==> src/rtl/sram_rd_responder.sv <==
// AXI-style read-only responder in front of a single-port SRAM with one-cycle read latency.
// Optional decode-error response for out-of-region addresses: define SRAM_RD_DECERR_EN.
module sram_rd_responder #(
  parameter int          MEM_AW  = 14,
  parameter logic [15:0] BASE_HI = 16'h0000
) (
  input  logic              clk,
  input  logic              rst,
  input  logic [7:0]        ARID_S,
  input  logic [31:0]       ARADDR_S,
  input  logic [3:0]        ARLEN_S,
  input  logic [2:0]        ARSIZE_S,
  input  logic [1:0]        ARBURST_S,
  input  logic              ARVALID_S,
  output logic              ARREADY_S,
  output logic [7:0]        RID_S,
  output logic [31:0]       RDATA_S,
  output logic [1:0]        RRESP_S,
  output logic              RLAST_S,
  output logic              RVALID_S,
  input  logic              RREADY_S,
  output logic              mem_en,
  output logic [MEM_AW-1:0] mem_addr,
  input  logic [31:0]       mem_rdata
);

  // state | meaning
  // IDLE  | waiting for an address; ARREADY_S high
  // REQ   | SRAM read strobe for the current word
  // LOAD  | SRAM data returns, captured into rdata_q
  // RESP  | beat presented on R channel until RREADY_S
  typedef enum logic [1:0] {IDLE, REQ, LOAD, RESP} state_t;

  state_t            state_q, state_d;
  logic [7:0]        id_q, id_d;
  logic [MEM_AW-1:0] addr_q, addr_d;
  logic [3:0]        len_q, len_d;
  logic [3:0]        beat_cnt_q, beat_cnt_d;
  logic [1:0]        burst_q, burst_d;
  logic [31:0]       rdata_q, rdata_d;
  logic              decerr_q, decerr_d;
  logic              last_beat;

  // ARSIZE_S is ignored and only part of ARADDR_S is decoded.
  logic unused_inputs;
  assign unused_inputs = ^{ARSIZE_S, ARADDR_S, BASE_HI};

  assign last_beat = (beat_cnt_q == len_q);

  always_ff @(posedge clk or negedge rst) begin
    if (!rst) begin
      state_q    <= IDLE;
      id_q       <= '0;
      addr_q     <= '0;
      len_q      <= '0;
      beat_cnt_q <= '0;
      burst_q    <= '0;
      rdata_q    <= '0;
      decerr_q   <= 1'b0;
    end else begin
      state_q    <= state_d;
      id_q       <= id_d;
      addr_q     <= addr_d;
      len_q      <= len_d;
      beat_cnt_q <= beat_cnt_d;
      burst_q    <= burst_d;
      rdata_q    <= rdata_d;
      decerr_q   <= decerr_d;
    end
  end

  always_comb begin
    state_d    = state_q;
    id_d       = id_q;
    addr_d     = addr_q;
    len_d      = len_q;
    beat_cnt_d = beat_cnt_q;
    burst_d    = burst_q;
    rdata_d    = rdata_q;
    decerr_d   = decerr_q;
    unique case (state_q)
      IDLE: begin
        if (ARVALID_S) begin
          id_d       = ARID_S;
          addr_d     = ARADDR_S[MEM_AW+1:2];
          len_d      = ARLEN_S;
          burst_d    = ARBURST_S;
          beat_cnt_d = '0;
`ifdef SRAM_RD_DECERR_EN
          decerr_d   = (ARADDR_S[31:16] != BASE_HI);
`else
          decerr_d   = 1'b0;
`endif
          state_d    = REQ;
        end
      end
      REQ: state_d = LOAD;
      LOAD: begin
        rdata_d = decerr_q ? 32'h0 : mem_rdata;
        state_d = RESP;
      end
      RESP: begin
        if (RREADY_S) begin
          if (last_beat) begin
            state_d = IDLE;
          end else begin
            beat_cnt_d = beat_cnt_q + 4'd1;
            // FIXED bursts re-read the same word; INCR and WRAP step and roll over.
            if (burst_q != 2'b00) addr_d = addr_q + MEM_AW'(1);
            state_d = REQ;
          end
        end
      end
      default: state_d = IDLE;
    endcase
  end

  always_comb begin
    ARREADY_S = rst && (state_q == IDLE);
    mem_en    = (state_q == REQ) && !decerr_q;
    mem_addr  = addr_q;
    RVALID_S  = 1'b0;
    RLAST_S   = 1'b0;
    RDATA_S   = '0;
    RID_S     = '0;
    RRESP_S   = 2'b00;
    if (state_q == RESP) begin
      RVALID_S = 1'b1;
      RLAST_S  = last_beat;
      RDATA_S  = rdata_q;
      RID_S    = id_q;
      RRESP_S  = decerr_q ? 2'b11 : 2'b00;
    end
  end

endmodule

==> config.mk <==
export PLATFORM = sky130hd
export DESIGN_NAME = sram_rd_responder
export DESIGN_NICKNAME = d
export VERILOG_FILES = /design/src/rtl/sram_rd_responder.sv
export SDC_FILE = /design/constraint.sdc
export NUM_CORES = 1
export LEC_CHECK = 0
export BUFFER_PORTS_ARGS = -buffer_cell sky130_fd_sc_hd__buf_4
export CAP_MARGIN = 10
export CORE_MARGIN = 8
export CORE_UTILIZATION = 48
export CTS_CLUSTER_DIAMETER = 200
export CTS_CLUSTER_SIZE = 10
export DETAILED_ROUTE_END_ITERATION = 8
export PLACE_DENSITY_LB_ADDON = 0.25
export SLEW_MARGIN = 5
export SYNTH_ARGS = -nofsm -noshare
export SYNTH_HDL_FRONTEND = slang
export SYNTH_SLANG_ARGS = --single-unit
==> constraint.sdc <==
create_clock -name clk -period 2.2 [get_ports clk]
set_clock_uncertainty 0.05 [all_clocks]
set_input_delay 0.44 -clock clk [delete_from_list [all_inputs] [get_ports clk]]
set_output_delay 0.44 -clock clk [all_outputs]
set_load 0.01 [all_outputs]
==> impl_metrics.xml <==
<?xml version="1.0" encoding="UTF-8"?>
<metrics>
  <group name="worst_setup_path">
    <metric name="ff2ff_setup_slack" unit="ns">0.16</metric>
    <metric name="crit_path_start" unit="">state_q[0]$_DFFE_PN0P_</metric>
    <metric name="timing.critical_path.cells" unit="">ha_2 -&gt; buf_6 -&gt; and2_1 -&gt; buf_4</metric>
    <metric name="timing.critical_path.arrival" unit="ns">1.58</metric>
    <metric name="cpLargestDelayFamily" unit="">flip-flops</metric>
    <metric name="source_of_the_worst_register_to_register_timing_path" unit="">state_q[0]$_DFFE_PN0P_</metric>
    <metric name="critical_path_required" unit="ns">1.71</metric>
    <metric name="worstSetupEndpointType" unit="">primary output</metric>
    <metric name="path_depth" unit="">4</metric>
    <metric name="crit_path_max_delay_cell_type" unit="">dfrtp_1</metric>
    <metric name="startpoint_type" unit="">flip-flop</metric>
    <metric name="reg2regPathDepth" unit="">8</metric>
    <metric name="critical_path.max_fanout" unit="">41</metric>
    <metric name="crit_buf_inv" unit="">2</metric>
    <metric name="criticalPathCategory" unit="">reg2out</metric>
    <metric name="crit_path_max_incr_delay" unit="ns">0.42</metric>
  </group>
  <group name="timing">
    <metric name="final_hold_viol_count" unit="">0</metric>
    <metric name="fmax" unit="MHz">482</metric>
    <metric name="report.final.slew_viol_count" unit="">0</metric>
    <metric name="worst_hold_slack" unit="ns">0.238</metric>
    <metric name="slew_headroom" unit="%">44.4</metric>
    <metric name="worstMarginPinSlew" unit="ns">0.834</metric>
    <metric name="min_period_over_period" unit="%">94.3</metric>
    <metric name="timing.final.ws_setup" unit="ns">0.126</metric>
    <metric name="post-route-min-period" unit="ns">2.07</metric>
    <metric name="grt_setup_unrepaired" unit="">yes</metric>
    <metric name="finalSetupViolations" unit="">0</metric>
  </group>
  <group name="route">
    <metric name="vias" unit="">2652</metric>
    <metric name="finalWirelength" unit="mm">8.23</metric>
    <metric name="detailedRoute.firstIterationViolations" unit="">44</metric>
    <metric name="drt_first_pass_iters" unit="">4</metric>
    <metric name="post_drt_wl_per_cell" unit="µm">16.2</metric>
    <metric name="viasPerCell" unit="">5.21</metric>
    <metric name="ant_nets" unit="">0</metric>
    <metric name="remaining_drc_errors" unit="">0</metric>
  </group>
  <group name="clock_tree">
    <metric name="cts.htree.levels" unit="">3</metric>
    <metric name="cts_tree" unit="">done</metric>
    <metric name="cts-root-buf" unit="">clkbuf_8</metric>
    <metric name="clk_latency_worst_skew_pair" unit="ns">0.33</metric>
    <metric name="cts.sinks" unit="">66</metric>
    <metric name="worst_case_clock_buffer_depth" unit="">2</metric>
    <metric name="path_clk_slew" unit="ns">0.07</metric>
    <metric name="numCtsBuffers" unit="">9</metric>
  </group>
  <group name="logic_synthesis">
    <metric name="synth-seq-area-share" unit="%">49.7</metric>
    <metric name="netlist_instances" unit="">298</metric>
    <metric name="netlist_top_cells_area" unit="">dfrtp_1 (50%), mux2_2 (16%), and2_1 (7.7%), a21oi_1 (3.5%), ha_1 (2.6%)</metric>
    <metric name="synth.lib_cells_used.distinct" unit="">40</metric>
    <metric name="synth.largest_area_cell" unit="">dfrtp_1</metric>
    <metric name="synth-seq-cells" unit="">66</metric>
    <metric name="netlist.area_leader.share" unit="%">49.7</metric>
    <metric name="ys_warns" unit="">0</metric>
    <metric name="avgSynthCellArea" unit="µm²">11.2</metric>
    <metric name="syn_area" unit="mm²">0.00332</metric>
  </group>
  <group name="power_and_ir_drop">
    <metric name="p_per_area" unit="mW/mm²">1440</metric>
    <metric name="ir_worst_vdd" unit="mV">0.707</metric>
    <metric name="total_power_consumption" unit="W">0.00655</metric>
    <metric name="power.static_leakage" unit="nW">2.14</metric>
  </group>
  <group name="placed_design">
    <metric name="place.detailed.hpwl" unit="mm">6.01</metric>
    <metric name="routability_congestion_estimate_from_global_placement" unit="">0.790</metric>
    <metric name="post-place-ws" unit="ns">0.103</metric>
    <metric name="port-buffer-count" unit="">121</metric>
  </group>
  <group name="min_path">
    <metric name="timing.hold.worst.class" unit="">in2async</metric>
  </group>
  <group name="finish">
    <metric name="final_layout_size_suffix_gt1_share" unit="%">48.7</metric>
    <metric name="layout-area-overhead-vs-synth" unit="%">36.6</metric>
    <metric name="antennaDiodeCount" unit="">0</metric>
    <metric name="final_nets" unit="">516</metric>
  </group>
  <group name="global_routing">
    <metric name="global_route.usage.met2" unit="%">27.7</metric>
    <metric name="tot_gr_track_use" unit="%">17.5</metric>
    <metric name="groute.layer.met3.usage" unit="%">8.38</metric>
    <metric name="grt_first_pass_wirelength" unit="mm">14.1</metric>
    <metric name="first_global_vias" unit="">2915</metric>
    <metric name="leftover_overflow_at_the_end_of_global_routing" unit="">0</metric>
    <metric name="gr-max-usage-layer" unit="">met2</metric>
    <metric name="pin_count_of_the_biggest_net_entering_global_routing" unit="">67</metric>
    <metric name="gr-usage-met1" unit="%">19.6</metric>
    <metric name="antenna_found_initial" unit="">0</metric>
  </group>
  <group name="floorplanning">
    <metric name="fp.dieW" unit="µm">99.2</metric>
    <metric name="core-area" unit="mm²">0.00676</metric>
    <metric name="dieArea" unit="mm²">0.00984</metric>
    <metric name="die_outline_height" unit="µm">99.2</metric>
    <metric name="std_cell_rows" unit="">30</metric>
    <metric name="initial_core_util" unit="%">49.2</metric>
    <metric name="io_pins" unit="">145</metric>
  </group>
  <group name="job">
    <metric name="max_cap_violations" unit="">0</metric>
  </group>
  <group name="run_status">
    <metric name="status" unit="">completed</metric>
  </group>
</metrics>
## sequential cells by signal (all words and copies together), names as in the netlist
name	cells
state_q	2
beat_cnt_q	4
len_q	4
id_q	8
burst_q	2
rdata_q	32
mem_addr	14
## Yosys cell counts (all sizes together)
cell type and instances:
nand3 8, inv 5, ha 7, nand2 17, or2b 2, mux2i 2
and4 1, o21ai 9, o22ai 6, a211oi 3, conb 1, mux2 48
buf 9, and2b 1, o31ai 3, a21oi 23, dfrtp 66, o211ai 1
a22o 3, nand2b 2, nor4 2, a2bb2oi 1, o32ai 2, xnor2 2
clkbuf 10, nor2 7, or2 1, and3 4, a21boi 1, and2 42
xor2 4, nor3 3, nand4 2
## worst reg2reg max path, stage by stage (launching register included)
cell and delay (ns):
dfrtp_1 0.43, inv_1 0.13, ha_2 0.24, or2b_2 0.33, nand2_2 0.11, buf_4 0.15
nor3_2 0.05, and3_1 0.20, nor4_2 0.26
## placed cells by master (no fill, tap or decap), types with 3 or more instances in the layout
master | synthesis | final
a211oi_1 | 3 | 3
a21oi_1 | 23 | 23
and2_1 | 41 | 41
and3_1 | 4 | 4
buf_4 | 3 | 132
clkbuf_8 | 0 | 12
dfrtp_1 | 66 | 66
ha_1 | 7 | 5
inv_1 | 5 | 5
mux2_2 | 48 | 48
nand2_1 | 17 | 16
nand3_1 | 8 | 8
nor2_1 | 7 | 7
o21ai_0 | 9 | 9
o22ai_1 | 6 | 6
o31ai_1 | 3 | 3
xor2_1 | 4 | 4
## final timing paths
path | end
min reg2reg | rdata_q[13]$_DFFE_PN0N_
min | beat_cnt_q[0]$_DFFE_PN0P_
max reg2reg | mem_addr[13]$_DFFE_PN0P_
max | RID_S[7]
min in group clk | rdata_q[5]$_DFFE_PN0N_
max in group asynchronous | rdata_q[7]$_DFFE_PN0N_
## logic make-up (layout without fill, tap and decap cells)
logic type | Yosys count | after routing | synth area share [%]
xor+xnor | 6 | 6 | 1.58
flops | 66 | 66 | 49.7
compound gates | 52 | 52 | 9.97
mux | 50 | 50 | 16.9
other cells | 1 | 2 | 0.113
simple gates | 92 | 92 | 16.0
fa+ha+maj | 7 | 7 | 2.63
buf+inv | 24 | 154 | 3.12
## per-stage QoR
step	TNS, ns	std cells	cell area (µm²)	utilization [%]
5_1_grt	-0.0110	509	4540	67.2
3_5_place_dp	0	492	4340	64.2
4_1_cts	0	509	4530	67.0
2_1_floorplan	0	299	3330	-
3_3_place_gp	0	492	4340	64.2
6_report	0	509	4540	67.2
## report_power, final
group | total, W | leakage [nW] | internal, W | switching (W)
sequential | 0.00226 | 0.770 | 0.00184 | 0.000422
clock | 0.000947 | 0.0965 | 0.000499 | 0.000448
combinational | 0.00334 | 1.27 | 0.00178 | 0.00156
total | 0.00655 | 2.14 | 0.00412 | 0.00243
## final cells by class
cell class / count / area [µm²]
Sequential cell: 66 / 1650
Multi-Input combinational cell: 209 / 1590
Inverter: 5 / 18.8
Tap cell: 80 / 100
Clock buffer: 14 / 173
Timing Repair Buffer: 133 / 1000
Fill cell: 551 / 2210
Clock inverter: 2 / 10.0
## routing by layer
metal	wire [µm]	vias to the layer above
met5	0	-
met4	129	0
met3	907	12
met2	3870	90
met1	3320	1268
li1	-	1282
## timing repair
item / 4_1_cts / 5_1_grt
setup buffers: 1 / 0
gates resized for setup: 0 / 4
hold buffers: 0 / 0
pin swaps: 1 / 0
setup endpoints to repair: 1 / 8
No activity file was read; power rests on OpenSTA's default activity.
